[src/rtl/serializer_8b.sv]
// serializer_8b: parallel-to-serial transmitter with a one-entry holding buffer.
// Words arrive over a valid/ready handshake and leave one bit per clock. A word
// accepted while another is shifting waits in the holding buffer, so consecutive
// words form a continuous bit stream with no idle cycle between them.
module serializer_8b #(
  parameter int WIDTH     = 8,
  parameter bit MSB_FIRST = 1'b1,
  parameter bit IDLE_BIT  = 1'b0
) (
  input  logic             clk,
  input  logic             reset,
  input  logic [WIDTH-1:0] in_8b,
  input  logic             in_valid,
  output logic             in_ready,
  output logic             out_data,
  output logic             out_valid,
  output logic             frame_start,
  output logic             busy
);

  localparam int CW = $clog2(WIDTH);
  localparam logic [CW-1:0] LAST = CW'(WIDTH - 1);

  typedef enum logic {
    IDLE  = 1'b0,
    SHIFT = 1'b1
  } state_t;

  state_t           state_q, state_d;
  logic [WIDTH-1:0] sr_q, sr_d;
  logic [WIDTH-1:0] hold_q, hold_d;
  logic [CW-1:0]    bitCnt_q, bitCnt_d;
  logic             holdValid_q, holdValid_d;

  logic             accept;
  logic             lastBit;
  logic [WIDTH-1:0] shifted;

  // Ready only depends on the holding buffer being free; reset blocks any accept.
  assign in_ready = !holdValid_q && !reset;
  assign accept   = in_valid && in_ready;
  assign lastBit  = (bitCnt_q == LAST);

  // Shift register moves one position toward its output end, filling with idle level.
  always_comb begin
    shifted = sr_q;
    if (MSB_FIRST) begin
      shifted = {sr_q[WIDTH-2:0], IDLE_BIT};
    end else begin
      shifted = {IDLE_BIT, sr_q[WIDTH-1:1]};
    end
  end

  // Next-state logic: decide where an accepted word goes and when a word reloads.
  always_comb begin
    state_d     = state_q;
    sr_d        = sr_q;
    hold_d      = hold_q;
    bitCnt_d    = bitCnt_q;
    holdValid_d = holdValid_q;
    case (state_q)
      IDLE: begin
        if (accept) begin
          sr_d     = in_8b;
          bitCnt_d = '0;
          state_d  = SHIFT;
        end
      end
      SHIFT: begin
        sr_d     = shifted;
        bitCnt_d = bitCnt_q + CW'(1);
        if (lastBit) begin
          bitCnt_d = '0;
          if (holdValid_q) begin
            sr_d        = hold_q;
            holdValid_d = 1'b0;
          end else if (accept) begin
            sr_d = in_8b;
          end else begin
            state_d = IDLE;
          end
        end else if (accept) begin
          hold_d      = in_8b;
          holdValid_d = 1'b1;
        end
      end
      default: begin
        state_d = IDLE;
      end
    endcase
  end

  // State registers with synchronous reset discarding any in-flight or held word.
  always_ff @(posedge clk) begin
    if (reset) begin
      state_q     <= IDLE;
      sr_q        <= {WIDTH{IDLE_BIT}};
      hold_q      <= '0;
      bitCnt_q    <= '0;
      holdValid_q <= 1'b0;
    end else begin
      state_q     <= state_d;
      sr_q        <= sr_d;
      hold_q      <= hold_d;
      bitCnt_q    <= bitCnt_d;
      holdValid_q <= holdValid_d;
    end
  end

  assign out_valid   = (state_q == SHIFT);
  assign out_data    = out_valid ? (MSB_FIRST ? sr_q[WIDTH-1] : sr_q[0]) : IDLE_BIT;
  assign frame_start = out_valid && (bitCnt_q == '0);
  assign busy        = out_valid || holdValid_q;

endmodule

[config.mk]
export PLATFORM = sky130hd
export DESIGN_NAME = serializer_8b
export DESIGN_NICKNAME = d
export VERILOG_FILES = /design/src/rtl/serializer_8b.sv
export SDC_FILE = /design/constraint.sdc
export NUM_CORES = 1
export LEC_CHECK = 0
export BUFFER_PORTS_ARGS = -buffer_cell sky130_fd_sc_hd__buf_4
export CORE_MARGIN = 5
export CORE_UTILIZATION = 50
export DETAILED_ROUTE_END_ITERATION = 12
export PLACE_DENSITY = 0.81
export SLEW_MARGIN = 20
export SYNTH_ARGS = -nofsm -noshare
export SYNTH_HDL_FRONTEND = slang
export SYNTH_SLANG_ARGS = --single-unit
[constraint.sdc]
create_clock -name clk -period 1.6 [get_ports clk]
set_input_delay 0.24 -clock clk [delete_from_list [all_inputs] [get_ports clk]]
set_output_delay 0.24 -clock clk [all_outputs]
set_load 0.02 [all_outputs]
==> run summary, run 1 <==
outcome: finished clean
met2 WL: 1.18 mm
fraction of registers with async set/reset: 0%
Post-synth EDFFs: 0
period utilisation layout: 95.6%
number of antenna diodes: 0
most frequent cell after synthesis: nand2_1
Worst Tran Pin Value: 406 ps
critical path's top delay family: flip-flops
Core ar.: 0.00217 sq mm
DP HPWL: 1.80 mm
Yosys reg bits: 21
worst hold path class: primary input to flip-flop
Setup Skew: 8.14 ps
CTS tree: done
Setup Fix Bufs, Post-CTS: 0
GPL Wtd Cong: 0.845
Worst slew margin: 72.9%
critical path cell sequence: buf_4 -> or2_2 -> buf_4
Clock Latency Late Sink: 300 ps
count of different cell masters after synthesis: 27
drt initial violations: 16
Slew Limit Fails: 0
PortBufs: 15
Syn Inst Count: 136
Synthesis Warnings: 0
Setup-failing EPs final: 0
r2r worst-path depth: 7
Routed wire per std cell: 13.1 um
Clock Tree Buf Depth: 2
largest net degree at the start of global routing: 20
Root Buffer: clkbuf_4
Pre-antenna DRT Iters: 4
RR Endpoint: hold_q[0]$_SDFFE_PP0P_
fin nets: 168
post-synthesis cell area: 0.00110 sq mm
share of the yosys chip area belonging to registers: 38.1%
Hold Path Sink: hold_q[5]$_SDFFE_PP0P_
Hold Vio Cnt, Final: 0
Syn Nets: 150
Setup crit start kind: flip-flop
met1 WL: 1.06 mm
Synth area leaders: dfxtp_1 (38%), a21oi_1 (8.2%), mux2i_1 (8.2%)
H-tree Lvls: 1
Hold Path Origin: in_8b[5]
MaxCap Viol Count: 0
most used cell, CP: buf_4
CP arrival: 1290 ps
row count: 17
die width: 57.0 um
Critical Path Fanout Max: 10
leakage: 0.549 nW
Yosys top cell by area: dfxtp_1
antenna violations before repair: 0
pwr dens: 780 mW/mm^2
worst endpoint required time: 1360 ps
final setup TNS: 0 ps
Total GRT Usage: 16.3%
Remaining DRCs: 0
chip height: 57.0 um
clk sinks: 21
worst r2r src: bitCnt_q[0]$_SDFFE_PP0P_
WL final: 2.37 mm
PnR Total Power: 0.00101 W
# hold bufs at CTS: 0
CP Buf/Inv Count: 2
Top Metal Used: met4
Vias/cell: 5.64
fmax: 654 MHz
die area: 0.00325 sq mm
final worst path period need: 1530 ps
Reg clk slew, reported paths: 120 ps
Synth top area share: 38.1%
Initial Utilization: 50.9%
routed via count: 1021
Synth Area per Inst: 8.12 sq um
share of layout cells above drive strength 1: 24.2%
total grt overflow: 0
slowest stage cell, crit path: dfxtp_2
Reg2Reg Setup Slack: 90 ps
RSZ-0062 raised after global routing: yes
Post-synth top cells: nand2_1 (24), dfxtp_1 (21), a21oi_1 (18), nor2_1 (12), mux2i_1 (9)
hold path cells: 3
Critical Path Sink Type: output pin
Final ANT Viol Nets: 0
Primary FF master, synth: dfxtp_1
met3 wire length: 125 um
crit-path max cell delay: 370 ps
final core utilization: 59.8%
vias in the first global route: 979
Area Overhead vs Synth: 17.4%
CTS buffer count: 3
num ports: 16
first-pass GRT wire length: 4.27 mm
peak supply drop: 479 uV
Crit Path Category: flip-flop to output pin
power by group:
group	internal, W	total, W	switching, W
registers	0.000549	0.000568	0.0000185
clock network	0.0000969	0.000250	0.000153
logic	0.0000940	0.000194	0.000100
worst max-delay path by stage:
stage	depth (start not counted)	endpoint	slack, ps	start
4_1_cts	3	busy	20	holdValid_q$_SDFFE_PP0P_
3_3_place_gp	7	hold_q[4]$_SDFFE_PP0P_	120	bitCnt_q[0]$_SDFFE_PP0P_
5_1_grt	7	hold_q[6]$_SDFFE_PP0P_	-10	bitCnt_q[0]$_SDFFE_PP0P_
2_1_floorplan	7	sr_q[1]$_SDFFE_PP0P_	130	bitCnt_q[0]$_SDFFE_PP0P_
6_report	3	busy	70	holdValid_q$_SDFFE_PP0P_
3_5_place_dp	7	hold_q[2]$_SDFFE_PP0P_	80	bitCnt_q[0]$_SDFFE_PP0P_
registers in the layout, summed over array words and instances (netlist names):
| register | flops |
|---|---|
| sr_q | 8 |
| hold_q | 8 |
| holdValid_q | 1 |
| out_valid | 1 |
| bitCnt_q | 3 |
cell type report:
cell class	count	area, sq um
clock buffers	4	26.3
fillers	199	872
inverters	3	11.3
multi-input cells	100	606
flip-flops and latches	21	424
well taps	28	35.0
repair buffers	25	195
worst min-delay path: cells and delay by family:
family / cells / cell delay, ps
buf+inv: 1 / 90
simple gates: 1 / 70
mux: 1 / 60
cells in the final DEF, fill, tap and decap left out:
master	n
ha_2	1
nand3b_1	8
dfxtp_1	18
nor2_1	12
nor2b_1	2
o22a_1	1
nand3_1	1
buf_4	23
o21ai_0	2
and2_1	1
clkbuf_4	3
a31oi_1	1
a21oi_1	18
and3b_1	1
nor2b_2	1
mux2i_1	9
or2_2	3
dfxtp_2	3
a211oi_1	1
inv_2	1
or2b_1	1
buf_6	2
inv_1	2
a22oi_1	1
or3_1	1
a211o_1	7
nand2_1	24
clkbuf_1	1
nor3_1	1
ha_1	2
and4b_1	1
repair_timing:
item,in CTS,in global routing
hold endpoints to repair,0,0
resized for setup,0,7
endpoints found under the setup margin,0,13
routing by layer:
metal	track usage (%)	vias to the layer above
met4	6.95	0
met1	18.6	492
li1	-	498
met2	29.2	29
met3	3.62	2
met5	0	-
metrics by stage:
stage	std cells	worst slack (ps)	cell area (sq um)	hold WS [ps]
final	181	70.8	1300	199
after global placement	177	122	1260	445
after CTS	181	24.1	1280	186
after global routing	181	-13.8	1300	201
after detailed placement	177	82.3	1260	446
after floorplan	136	133	1100	387
cell families (layout without fill, tap and decap cells):
| group | Yosys count | count (layout) | synth area share [%] |
|---|---|---|---|
| AOI/OAI and AO/OA | 31 | 31 | 17.3 |
| adders and majority gates | 3 | 3 | 3.40 |
| buffers and inverters | 15 | 32 | 7.36 |
| DFF | 21 | 21 | 38.1 |
| muxes | 9 | 9 | 8.15 |
| and+or+nand+nor | 57 | 57 | 25.7 |
Note: power is estimated with default switching activity, not from simulation.
==> inputs of run 2 (changes only) <==
--- a/config.mk
+++ b/config.mk
@@ -5,6 +5,7 @@
 export SDC_FILE = /design/constraint.sdc
 export NUM_CORES = 1
 export LEC_CHECK = 0
+export ABC_AREA = 1
 export BUFFER_PORTS_ARGS = -buffer_cell sky130_fd_sc_hd__buf_4
 export CORE_MARGIN = 5
 export CORE_UTILIZATION = 50
==> run summary, run 2 <==
Remaining DRCs: 0
Reg clk slew, reported paths: 120 ps
Filler cells: 217
commonest non-fill, non-tap cell in the layout: nand2_1
met3 Track Usage GR: 2.30%
number of antenna diodes: 0
Critical Path Sink Type: output pin
clk sinks: 21
most frequent cells in the layout: nand2_1 (60), a21oi_1 (26), dfxtp_1 (18), buf_4 (18), nand3_1 (11)
Root Buffer: clkbuf_4
final worst path period need: 1510 ps
CP arrival: 1270 ps
CTS tree: done
Synth Area per Inst: 7.01 sq um
Clock Tree Buf Depth: 2
Hold Vio Cnt, Final: 0
share of the yosys chip area belonging to registers: 38.2%
row count: 17
r2r worst-path depth: 8
WL final: 2.36 mm
CTS buffer count: 3
Yosys top cell by area: dfxtp_1
leakage: 0.577 nW
post-synthesis cell area: 0.00110 sq mm
final setup TNS: 0 ps
Total GRT Usage: 15.5%
# hold bufs at CTS: 0
first-pass GRT wire length: 4.06 mm
Worst Tran Pin Value: 282 ps
drt initial violations: 31
met2 usage: 26.3%
Post-synth top cells: nand2_1 (61), a21oi_1 (26), dfxtp_1 (21), nand3_1 (11), o21ai_0 (8)
antenna violations before repair: 0
total grt overflow: 0
vias in the first global route: 964
Synth area leaders: dfxtp_1 (38%), nand2_1 (21%), a21oi_1 (12%)
top flop regs: hold_q: 8 flops, sr_q: 8 flops, bitCnt_q: 3 flops
outcome: finished clean
Post-synth EDFFs: 0
fraction of registers with async set/reset: 0%
fmax: 663 MHz
fin nets: 189
pwr dens: 789 mW/mm^2
met1 Use GR: 19.4%
Primary FF master, synth: dfxtp_1
Area Overhead vs Synth: 16.0%
Setup Skew: 4.36 ps
peak supply drop: 506 uV
routed via count: 1033
Setup crit start kind: flip-flop
Worst slew margin: 81.1%
Yosys reg bits: 21
Syn Inst Count: 157
Critical Path Fanout Max: 11
Final ANT Viol Nets: 0
period utilisation layout: 94.3%
MaxCap Viol Count: 0
Slew Limit Fails: 0
Crit Path Category: flip-flop to output pin
die area: 0.00324 sq mm
Core ar.: 0.00215 sq mm
RSZ-0062 raised after global routing: no
gr busiest metal: met2
most frequent cell after synthesis: nand2_1
DP HPWL: 1.74 mm
PortBufs: 15
count of different cell masters after synthesis: 18
worst hold path class: primary input to flip-flop
Vias/cell: 5.11
Synth top area share: 38.2%
GPL Wtd Cong: 0.822
share of layout cells above drive strength 1: 22.4%
chip height: 56.9 um
Initial Utilization: 51.3%
Synthesis Warnings: 0
fin area: 0.00128 sq mm
Routed wire per std cell: 11.7 um
num ports: 16
Final Hold Slack: 194 ps
hold path cells: 3
Pre-antenna DRT Iters: 4
largest net degree at the start of global routing: 17
Syn Nets: 171
die width: 56.9 um
Setup-failing EPs final: 0
Placed Area: 0.00121 sq mm
final core utilization: 59.5%
worst endpoint required time: 1360 ps
Clock Latency Late Sink: 310 ps
H-tree Lvls: 1
PnR Total Power: 0.00101 W
-- run 2: cell types whose count changed after synthesis, sizes merged, moves of 8 or more --
cell	previous run	this run
nand2	24	64
a21oi	18	27
nand3	1	11
mux2i	9	0
nand3b	8	0
-- run 2: final cells by class --
type / count / area [sq um] / area share, %
clock inverter: 1 / 5.00 / 0.392
clock buffer: 3 / 22.5 / 1.76
multi-input combinational: 121 / 616 / 48.2
sequential: 21 / 424 / 33.2
inverter: 10 / 40.0 / 3.13
timing repair buffer: 18 / 135 / 10.6
tap: 28 / 35.0 / 2.74
-- run 2: path summary, 6_finish.rpt --
check / endpoint / slack (ps) / startpoint
setup / recovery: busy / 90 / out_valid$_SDFF_PP0_
hold reg to reg: bitCnt_q[0]$_SDFFE_PP0P_ / 470 / bitCnt_q[0]$_SDFFE_PP0P_
setup reg to reg: hold_q[1]$_SDFFE_PP0P_ / 140 / bitCnt_q[0]$_SDFFE_PP0P_
hold / removal: hold_q[0]$_SDFFE_PP0P_ / 190 / in_8b[0]
-- run 2: what timing repair did --
action                                  CTS  global route
setup buffers                             0             2
endpoints found under the setup margin    6             8
hold endpoints to repair                  0             0
pin swaps                                 0             1
resized for setup                         1             6
-- run 2: through the flow --
| stage | cells | worst slack, ps |
|---|---|---|
| global placement | 196 | 120 |
| detailed placement | 196 | 9.58 |
| global route | 202 | 7.33 |
| floorplan | 157 | 224 |
| CTS | 200 | 2.91 |
| finish | 202 | 90.6 |
-- run 2: kinds of logic after synthesis --
group,share of synthesized area [%]
flops,38.2
simple gates,34.4
fa+ha+maj,3.41
compound gates,16.7
buf+inv,7.27
-- run 2: critical path, cell delays in order, from the launching register on --
cell,delay (ps)
dfxtp_1,500
inv_2,180
nand2_1,130
buf_4,150
-- run 2: where the power goes --
group          switching (W)  internal [W]
logic               0.000112     0.0000685
clock network       0.000163     0.0000933
registers          0.0000185      0.000552
-- run 2: layer usage --
metal | part of all wire, % | vias up | wire length [um]
li1 | - | 543 | -
met5 | 0 | - | 0
met2 | 51 | 17 | 1200
met3 | 3.7 | 2 | 88
met4 | 0.72 | 0 | 17
met1 | 44 | 471 | 1050
